**src/rtl/cp0_unit.sv**
```systemverilog
// CP0 system-control block: SR, Cause, EPC, PRId with exception entry/eret.
// Interrupts beat synchronous exceptions; reset is synchronous active-high.
module cp0_unit #(
  parameter logic [31:0] PRID = 32'h2024_0007
) (
  input  logic        clk,
  input  logic        reset,
  input  logic [4:0]  a_addr,
  input  logic        we,
  input  logic [31:0] din,
  output logic [31:0] dout,
  input  logic [31:0] vpc,
  input  logic        bd_in,
  input  logic [4:0]  exc_code_in,
  input  logic [5:0]  hw_int,
  input  logic        eret,
  output logic        req,
  output logic [31:0] epc_out
);

  logic [5:0]  im_q, im_d;
  logic        exl_q, exl_d;
  logic        ie_q, ie_d;
  logic        bd_q, bd_d;
  logic [5:0]  ip_q, ip_d;
  logic [4:0]  exc_q, exc_d;
  logic [31:0] epc_q, epc_d;

  logic        int_req;
  logic        exc_req;
  logic [31:0] vbase;
  logic [31:0] dbase;
  logic        wr_sr;
  logic        wr_epc;

  assign int_req = ie_q & ~exl_q & (|(hw_int & im_q));
  assign exc_req = (|exc_code_in) & ~exl_q;
  assign req     = int_req | exc_req;
  assign epc_out = epc_q;

  assign vbase  = vpc & ~32'h3;
  assign dbase  = din & ~32'h3;
  assign wr_sr  = we && (a_addr == 5'd12);
  assign wr_epc = we && (a_addr == 5'd14);

  always_comb begin
    im_d  = im_q;
    exl_d = exl_q;
    ie_d  = ie_q;
    bd_d  = bd_q;
    ip_d  = hw_int;
    exc_d = exc_q;
    epc_d = epc_q;
    if (req) begin
      exl_d = 1'b1;
      bd_d  = bd_in;
      exc_d = int_req ? 5'd0 : exc_code_in;
      epc_d = bd_in ? vbase - 32'd4 : vbase;
    end else begin
      if (wr_sr) begin
        im_d  = din[15:10];
        exl_d = din[1];
        ie_d  = din[0];
      end
      if (wr_epc) epc_d = dbase;
      // eret clears EXL after any same-cycle SR write
      if (eret) exl_d = 1'b0;
    end
  end

  always_ff @(posedge clk) begin
    if (reset) begin
      im_q  <= '0;
      exl_q <= 1'b0;
      ie_q  <= 1'b0;
      bd_q  <= 1'b0;
      ip_q  <= '0;
      exc_q <= '0;
      epc_q <= '0;
    end else begin
      im_q  <= im_d;
      exl_q <= exl_d;
      ie_q  <= ie_d;
      bd_q  <= bd_d;
      ip_q  <= ip_d;
      exc_q <= exc_d;
      epc_q <= epc_d;
    end
  end

  always_comb begin
    dout = '0;
    case (a_addr)
      5'd12: dout = {16'h0, im_q, 8'h0, exl_q, ie_q};
      5'd13: dout = {bd_q, 15'h0, ip_q, 3'h0, exc_q, 2'h0};
      5'd14: dout = epc_q;
      5'd15: dout = PRID;
      default: dout = '0;
    endcase
  end

endmodule

```
**config.mk**
```make
export PLATFORM = sky130hd
export DESIGN_NAME = cp0_unit
export DESIGN_NICKNAME = d
export VERILOG_FILES = /design/src/rtl/cp0_unit.sv
export SDC_FILE = /design/constraint.sdc
export NUM_CORES = 1
export LEC_CHECK = 0
export ABC_CLOCK_PERIOD_IN_PS = 2750
export CAP_MARGIN = 20
export CORE_AREA = 2 2 93 95
export CTS_CLUSTER_DIAMETER = 80
export DETAILED_ROUTE_END_ITERATION = 8
export DIE_AREA = 0 0 95 97
export PLACE_DENSITY = 0.91
export SYNTH_ARGS = -nofsm -noshare
export SYNTH_HDL_FRONTEND = slang
export SYNTH_SLANG_ARGS = --single-unit
```
**constraint.sdc**
```tcl
create_clock -name clk -period 2.75 [get_ports clk]
set_clock_uncertainty 0.2 [all_clocks]
set_input_delay 0.275 -clock clk [delete_from_list [all_inputs] [get_ports clk]]
set_output_delay 0.275 -clock clk [all_outputs]
set_load 0.05 [all_outputs]
```
== Word-level counts from Yosys, hierarchy flattened ==
Index checks and enable logic that the tools add are counted.
Storage, ports and cells
  bits in registers: 52
  bits of input ports: 85
  output and inout port bits: 65
  logic and storage cells: 34
Cells by class
  $add $sub $neg: 1
  eq/ne operators: 4
  multiplexer cells: 8
  bitwise gates (word level): 7
  reduce and logical (&&, ||, !) cells: 7
Operator list (count)
  one-hot mux 32 bit (4 select lines): 1
  2-to-1 mux 32 bit: 3
  subtractor 32 x 3 -> 32 bit, second input constant: 1
  equality test 5 x 4 -> 1 bit, second input constant: 4
  AND 6 bit: 1
  OR reduction 6 bit: 1
  2-to-1 mux 5 bit: 1
  OR reduction 5 bit: 1
  AND 1 bit: 3
  2-to-1 mux 1 bit: 3
  nonzero test 3 bit: 1
  logical AND 1 bit: 2
  NOT 1 bit: 2
  AND reduction 2 bit: 1
  nonzero test 2 bit: 1
  bitwise OR 1 bit: 1

== Depth between registers and ports, before layout ==
Gate-level depths: netlist of the first run.
  depth in word-level cells: 6
  depth in mapped cells: 7
  depth with buffers taken out: 6

== Least setup slack after synthesis of the first run ==
Ideal clock, no wire load.
  path type: input to output
  start: input a_addr[4]
  end: output dout[18]
  arrival: 1.904 ns
  required time: 2.275 ns
  setup slack: 0.371 ns
  stages: 6
  buffers on the path: 3
  path through: and3b_1 clkbuf_1 clkbuf_1 clkbuf_1 nand2_1 nor2_1
On the way
  cells in the longest elaborated chain, start to end: 2
  elaborated cells between the ends (all ways): 5
  classes of those cells: eq/ne (4); mux (1)
RTL lines
  from (decl): RTL line 8  | input logic [4:0] a_addr,
  equality test 5 x 4 -> 1 bit: RTL line 93  | case (a_addr)
  one-hot mux 32 bit (4 select lines) (*): RTL line 93
  to (decl): RTL line 11  | output logic [31:0] dout,
Every way passes the cells marked *; elsewhere a longest branch is shown, timed or not.

== Final worst setup path of the first run ==
  start: input hw_int[0]
  end: output req
On the way
  cells in the longest elaborated chain, start to end: 4
RTL lines
  from (decl): RTL line 15  | input logic [5:0] hw_int,
  AND 6 bit: RTL line 36  | assign int_req = ie_q & ~exl_q & (|(hw_int & im_q));
  OR reduction 6 bit: RTL line 36
  AND 1 bit: RTL line 36
  bitwise OR 1 bit: RTL line 38  | assign req = int_req | exc_req;
  to (decl): RTL line 17  | output logic req,
No other way between the ends.

==> results of run 1 <==
==> per-stage QoR <==
| stage | hold WS, ns | cells | setup slack (ns) | setup TNS, ns |
|---|---|---|---|---|
| after floorplan | 0.203 | 442 | 0.371 | 0 |
| after global placement | 0.258 | 674 | 0.0477 | 0 |
| after detailed placement | 0.277 | 674 | -0.0320 | -0.0501 |
| after CTS | 0.294 | 681 | 0.161 | 0 |
| after global routing | 0.309 | 681 | 0.0797 | 0 |
| final | 0.295 | 681 | 0.143 | 0 |
==> per-layer routing <==
layer	up-vias	global-route usage [%]	share of wire, %
met4	0	12.8	4.0
met5	-	0	0
met1	1964	33.6	40
met2	238	46.2	49
li1	1957	-	-
met3	47	4.28	7.6
==> cells in the mapped netlist, types with 9 or more instances <==
cell type / number / area, sq um
a211oi_1: 13 / 97.6
a21boi_0: 30 / 225
a21oi_1: 16 / 80.1
a31oi_1: 14 / 87.6
and3_1: 45 / 282
clkbuf_1: 42 / 158
dfxtp_1: 50 / 1000
mux2i_1: 13 / 130
nand2_1: 25 / 93.8
nor2_1: 29 / 109
nor4_1: 21 / 131
o31ai_1: 9 / 67.6
o41ai_1: 20 / 175
or4_1: 16 / 120
==> worst min-delay path, cell delays in order, from the launching register on <==
cell     delay [ns]
dfxtp_1        0.33
nand2_1        0.06
mux2i_1        0.06
==> final timing paths <==
check	cells after the start	start	end	slack, ns
worst max-delay path	5	hw_int[0]	req	0.14
worst min-delay path	2	im_q[4]	im_q[4]	0.30
worst max register to register	5	im_q[0]	epc_out[29]	0.40
worst min register to register	2	im_q[4]	im_q[4]	0.30
==> sequential cells by signal, indices dropped and copies added, names as in the netlist <==
| name | cells |
|---|---|
| bd_q | 1 |
| epc_out | 30 |
| exc_q | 5 |
| exl_q | 1 |
| ie_q | 1 |
| im_q | 6 |
| ip_q | 6 |
==> area by class of cell <==
class,count,area (sq um)
clock buffer,6,82.6
sequential,50,1000
timing repair buffer,175,2040
clock inverter,1,30.0
inverter,4,15.0
tap,105,131
fill,602,2570
multi-input combinational,340,2260
==> logic make-up after synthesis <==
family	share of synthesized area, %
AOI/OAI and AO/OA	25.6
and+or+nand+nor	32.2
adders and majority gates	0.362
xor gates and xnor gates	3.04
DFF	29.0
buffers and inverters	5.97
other	0.108
muxes	3.76
==> power by group through the flow <==
stage,registers [mW],clock network (mW),logic [mW]
5_1_grt,0.827,0.554,0.769
4_1_cts,0.821,0.527,0.725
2_1_floorplan,0.967,0,0.245
3_3_place_gp,0.834,0,0.703
6_report,0.822,0.529,0.731
3_5_place_dp,0.837,0,0.723
==> flow_results.xml, run 1 <==
<?xml version="1.0" encoding="UTF-8"?>
<metrics>
  <group name="outcome">
    <metric name="run_status" unit="">complete, no violations</metric>
  </group>
  <group name="cts">
    <metric name="cts_setup_buffers" unit="">0</metric>
    <metric name="clk_latency" unit="ns">0.30</metric>
    <metric name="cts_tree" unit="">built</metric>
    <metric name="cts-htree-levels" unit="">2</metric>
    <metric name="cts.path.max_buffers" unit="">2</metric>
    <metric name="post_cts_resize_count" unit="">0</metric>
    <metric name="cts_hold_buf" unit="">0</metric>
    <metric name="clkSinkCount" unit="">50</metric>
    <metric name="cts_inserted_buffers" unit="">5</metric>
    <metric name="root_buffer" unit="">clkbuf_8</metric>
    <metric name="clkSlewWorstSetupHoldPaths" unit="ns">0.09</metric>
  </group>
  <group name="routing">
    <metric name="totalWireLength" unit="microns">12900</metric>
    <metric name="ant_nets" unit="">0</metric>
    <metric name="vias" unit="">4206</metric>
    <metric name="avgRoutedWirePerCell" unit="microns">18.9</metric>
    <metric name="drc_errors" unit="">0</metric>
    <metric name="avgViaCountPerCell" unit="">6.18</metric>
    <metric name="detailedRoute.firstIterationViolations" unit="">411</metric>
    <metric name="drt_pre_antenna_iters" unit="">5</metric>
  </group>
  <group name="placement">
    <metric name="place_congestion" unit="">0.915</metric>
    <metric name="numPortBuffers" unit="">145</metric>
    <metric name="postPlaceCellArea" unit="sq um">5450</metric>
    <metric name="hpwl" unit="microns">9790</metric>
  </group>
  <group name="pwr">
    <metric name="p_int" unit="mW">1.39</metric>
    <metric name="switching_share" unit="%">33.4</metric>
    <metric name="share_comb_of_total_power" unit="%">35.1</metric>
    <metric name="worst_ir_drop_vdd" unit="uV">193</metric>
    <metric name="seq_power_share" unit="%">39.5</metric>
    <metric name="pwr_total" unit="mW">2.08</metric>
    <metric name="p_clk_share" unit="%">25.4</metric>
    <metric name="pwr_density_cell" unit="nW/um^2">374</metric>
    <metric name="static-leakage-power" unit="nW">2.11</metric>
    <metric name="power_switching" unit="uW">695</metric>
  </group>
  <group name="setup_path">
    <metric name="cp_slowest_cell" unit="">or2_2</metric>
    <metric name="timing_worst_setup_path_type" unit="">input port to primary output</metric>
    <metric name="setup.worst_path.start_class" unit="">input port</metric>
    <metric name="critical_path_arrival" unit="ns">2.13</metric>
    <metric name="biggest_fanout_along_the_worst_timing_path" unit="">26</metric>
    <metric name="slowest_delay" unit="ns">0.54</metric>
    <metric name="cp_data_required_time" unit="ns">2.28</metric>
    <metric name="timing.critical_path.to_type" unit="">primary output</metric>
    <metric name="count_of_buffer_and_inverter_cells_on_the_critical_path" unit="">2</metric>
    <metric name="critPathTopFamily" unit="">buffers and inverters</metric>
    <metric name="path_cells" unit="">clkdlybuf4s50_1 -&gt; a22o_1 -&gt; o311a_1 -&gt; or2_2 -&gt; buf_12</metric>
  </group>
  <group name="timing">
    <metric name="maxSlewViolCount" unit="">0</metric>
    <metric name="final_hold_viol_count" unit="">0</metric>
    <metric name="final-setup-viol-count" unit="">0</metric>
    <metric name="rsz0062_at_grt" unit="">false</metric>
    <metric name="fin_crit" unit="ns">2.61</metric>
    <metric name="slew_headroom" unit="%">60.7</metric>
    <metric name="achievable-frequency" unit="GHz">0.384</metric>
    <metric name="final_min_period_over_clock_period" unit="%">94.8</metric>
    <metric name="worst_slew_pin_slew" unit="ns">0.582</metric>
  </group>
  <group name="synth">
    <metric name="synth_warnings" unit="">0</metric>
    <metric name="synth_cells" unit="">441</metric>
    <metric name="synth-async-reset-ratio" unit="%">0</metric>
    <metric name="ys_ff_latch" unit="">50</metric>
    <metric name="syn_avg_cell_area" unit="sq um">7.84</metric>
    <metric name="synthesis.area" unit="sq um">3460</metric>
    <metric name="count_of_flip_flops_with_a_built_in_enable_after_synthesis" unit="">0</metric>
    <metric name="sequential_area_share_after_synthesis" unit="%">29.0</metric>
    <metric name="synth_ff_type" unit="">dfxtp_1</metric>
    <metric name="synth.distinct_cells" unit="">48</metric>
  </group>
  <group name="floorplanning">
    <metric name="overall_die_height" unit="microns">97</metric>
    <metric name="die_area" unit="sq um">9220</metric>
    <metric name="pin_count" unit="">150</metric>
    <metric name="initial_core_util" unit="%">42.5</metric>
    <metric name="row_count" unit="">33</metric>
    <metric name="core_area" unit="sq um">8130</metric>
    <metric name="die_x" unit="microns">95</metric>
  </group>
  <group name="final_layout">
    <metric name="layout.nets" unit="">662</metric>
    <metric name="utilization" unit="%">68.4</metric>
    <metric name="final_common_cell" unit="">clkdlybuf4s50_1</metric>
    <metric name="area_growth" unit="%">60.9</metric>
    <metric name="insertedDiodeCount" unit="">0</metric>
    <metric name="most-common-layout-cells" unit="">clkdlybuf4s50_1 (112), dfxtp_1 (50), and3_1 (45)</metric>
    <metric name="drive_above_1_share" unit="%">15.1</metric>
    <metric name="design_area" unit="sq um">5560</metric>
  </group>
  <group name="global_routing">
    <metric name="wire_length_of_the_first_global_routing_pass" unit="microns">20400</metric>
    <metric name="grt.overflow.total" unit="">0</metric>
    <metric name="grt_pass1_vias" unit="">4156</metric>
    <metric name="grt.total_usage" unit="%">27.4</metric>
    <metric name="antenna_found_initial" unit="">0</metric>
    <metric name="maximum_number_of_pins_on_one_net_before_global_route_repair" unit="">61</metric>
  </group>
  <group name="worst_hold_path">
    <metric name="hp-class" unit="">flop to flop</metric>
  </group>
  <group name="run">
    <metric name="timing.max_cap.violations" unit="">0</metric>
  </group>
</metrics>
No activity file was read; power rests on OpenSTA's default activity.
==> run 2: changes to the inputs <==
--- a/config.mk
+++ b/config.mk
@@ -11,6 +11,7 @@
 export CTS_CLUSTER_DIAMETER = 80
 export DETAILED_ROUTE_END_ITERATION = 8
 export DIE_AREA = 0 0 95 97
+export GPL_TIMING_DRIVEN = 0
 export PLACE_DENSITY = 0.91
 export SYNTH_ARGS = -nofsm -noshare
 export SYNTH_HDL_FRONTEND = slang
==> flow_results.xml, run 2 (synthesized netlist as in run 1, its figures left out) <==
<?xml version="1.0" encoding="UTF-8"?>
<metrics>
  <group name="floorplanning">
    <metric name="initial_core_util" unit="%">42.5</metric>
    <metric name="core_area" unit="sq um">8130</metric>
    <metric name="row_count" unit="">33</metric>
    <metric name="die_area" unit="sq um">9220</metric>
    <metric name="die_x" unit="microns">95</metric>
    <metric name="overall_die_height" unit="microns">97</metric>
    <metric name="pin_count" unit="">150</metric>
  </group>
  <group name="final_layout">
    <metric name="largest_register_ffs" unit="">30</metric>
    <metric name="n_fill_cell" unit="">672</metric>
    <metric name="area_growth" unit="%">48.5</metric>
    <metric name="final_common_cell" unit="">clkdlybuf4s50_1</metric>
    <metric name="layout.nets" unit="">675</metric>
    <metric name="design_area" unit="sq um">5130</metric>
    <metric name="utilization" unit="%">63.1</metric>
    <metric name="drive_above_1_share" unit="%">8.64</metric>
    <metric name="insertedDiodeCount" unit="">0</metric>
    <metric name="most-common-layout-cells" unit="">clkdlybuf4s50_1 (109), dfxtp_1 (50), and3_1 (45)</metric>
  </group>
  <group name="pwr">
    <metric name="worst_ir_drop_vdd" unit="uV">194</metric>
    <metric name="static-leakage-power" unit="nW">2.00</metric>
    <metric name="pwr_density_cell" unit="nW/um^2">384</metric>
  </group>
  <group name="run">
    <metric name="timing.max_cap.violations" unit="">0</metric>
  </group>
  <group name="routing">
    <metric name="ant_nets" unit="">0</metric>
    <metric name="drt_pre_antenna_iters" unit="">6</metric>
    <metric name="avgViaCountPerCell" unit="">6.05</metric>
    <metric name="avgRoutedWirePerCell" unit="microns">18.6</metric>
    <metric name="vias" unit="">4203</metric>
    <metric name="detailedRoute.firstIterationViolations" unit="">427</metric>
    <metric name="totalWireLength" unit="microns">13000</metric>
    <metric name="drc_errors" unit="">0</metric>
  </group>
  <group name="cts">
    <metric name="clk_latency" unit="ns">0.30</metric>
    <metric name="root_buffer" unit="">clkbuf_8</metric>
    <metric name="cts_tree" unit="">built</metric>
    <metric name="cts-htree-levels" unit="">2</metric>
    <metric name="clkSinkCount" unit="">50</metric>
    <metric name="cts_inserted_buffers" unit="">5</metric>
    <metric name="clkSlewWorstSetupHoldPaths" unit="ns">0.08</metric>
    <metric name="cts_setup_buffers" unit="">0</metric>
    <metric name="cts_hold_buf" unit="">0</metric>
    <metric name="cts.path.max_buffers" unit="">2</metric>
  </group>
  <group name="global_routing">
    <metric name="grt_pass1_vias" unit="">4059</metric>
    <metric name="antenna_found_initial" unit="">0</metric>
    <metric name="grt.overflow.total" unit="">0</metric>
    <metric name="grt.total_usage" unit="%">27.9</metric>
    <metric name="maximum_number_of_pins_on_one_net_before_global_route_repair" unit="">15</metric>
    <metric name="wire_length_of_the_first_global_routing_pass" unit="microns">20600</metric>
  </group>
  <group name="setup_path">
    <metric name="register_to_register_path_setup_slack" unit="ns">0.20</metric>
    <metric name="setup.worst_path.start_class" unit="">input port</metric>
    <metric name="biggest_fanout_along_the_worst_timing_path" unit="">10</metric>
    <metric name="cp_data_required_time" unit="ns">2.28</metric>
    <metric name="path_cells" unit="">clkdlybuf4s50_1 -&gt; and3b_2 -&gt; clkbuf_1 -&gt; and3_1 -&gt; dlygate4sd2_1</metric>
    <metric name="timing.critical_path.to_type" unit="">primary output</metric>
    <metric name="critical_path_arrival" unit="ns">2.24</metric>
    <metric name="cp_slowest_cell" unit="">dlygate4sd2_1</metric>
    <metric name="slowest_delay" unit="ns">0.54</metric>
    <metric name="timing_worst_setup_path_type" unit="">input port to primary output</metric>
  </group>
  <group name="timing">
    <metric name="fin_worst_hold_slack" unit="ns">0.154</metric>
    <metric name="maxSlewViolCount" unit="">0</metric>
    <metric name="slew_headroom" unit="%">52.9</metric>
    <metric name="final-setup-viol-count" unit="">0</metric>
    <metric name="worst_slew_pin_slew" unit="ns">0.703</metric>
    <metric name="final_hold_viol_count" unit="">0</metric>
    <metric name="final_min_period_over_clock_period" unit="%">98.9</metric>
    <metric name="rsz0062_at_grt" unit="">false</metric>
    <metric name="fin_crit" unit="ns">2.72</metric>
    <metric name="setup-tns-final" unit="ns">0</metric>
    <metric name="achievable-frequency" unit="GHz">0.368</metric>
  </group>
  <group name="outcome">
    <metric name="run_status" unit="">complete, no violations</metric>
  </group>
  <group name="worst_hold_path">
    <metric name="hp-class" unit="">input port to flop</metric>
  </group>
  <group name="placement">
    <metric name="place_congestion" unit="">0.964</metric>
    <metric name="hpwl" unit="microns">10300</metric>
    <metric name="numPortBuffers" unit="">143</metric>
    <metric name="postPlaceCellArea" unit="sq um">5020</metric>
  </group>
</metrics>
## run 2: path summary, 6_finish.rpt
check | start | end | cells after the start
worst min register to register | im_q[2] | im_q[2] | 2
worst max register to register | im_q[0] | epc_out[18] | 6
worst max-delay path | a_addr[2] | dout[16] | 5
worst min-delay path | reset | ip_q[0] | 2
## run 2: critical path: cells and delay by family
family | cells | cell delay, ns
buf+inv | 3 | 1.41
simple gates | 2 | 0.55
## run 2: cell type report
type	count	area, sq um	area share (%)
multi-input combinational	340	2290	44.6
timing repair buffer	143	1420	27.6
sequential	50	1000	19.5
buffer	45	188	3.66
tap	105	131	2.56
clock buffer	7	86.3	1.68
inverter	4	15.0	0.292
clock inverter	1	5.00	0.0975
## run 2: layer usage
metal	GRT usage, %	wire [microns]	up-vias
met3	4.36	1220	22
li1	-	-	1983
met2	46.8	6260	245
met5	0	0	-
met4	7.36	251	0
met1	36.9	5230	1953
## run 2: where the power goes
| group | total (mW) | internal (mW) | leakage (nW) | switching, mW |
|---|---|---|---|---|
| Sequential | 0.824 | 0.779 | 0.414 | 0.0454 |
| Combinational | 0.701 | 0.287 | 1.53 | 0.414 |
| Clock | 0.446 | 0.203 | 0.0482 | 0.242 |
## run 2: per-stage QoR
stage	total power, mW	cells	worst slack (ns)
after floorplan	1.21	442	0.371
after global placement	1.52	690	-0.707
after detailed placement	1.53	690	-0.765
after CTS	1.95	696	0.00574
after global routing	2.03	695	0.00374
final	1.97	695	0.0312
## run 2: timing repair
action,4_1_cts,5_1_grt
gates resized for setup,67,14
endpoints found under the setup margin,33,34
pin swaps,0,0
gates cloned,0,0
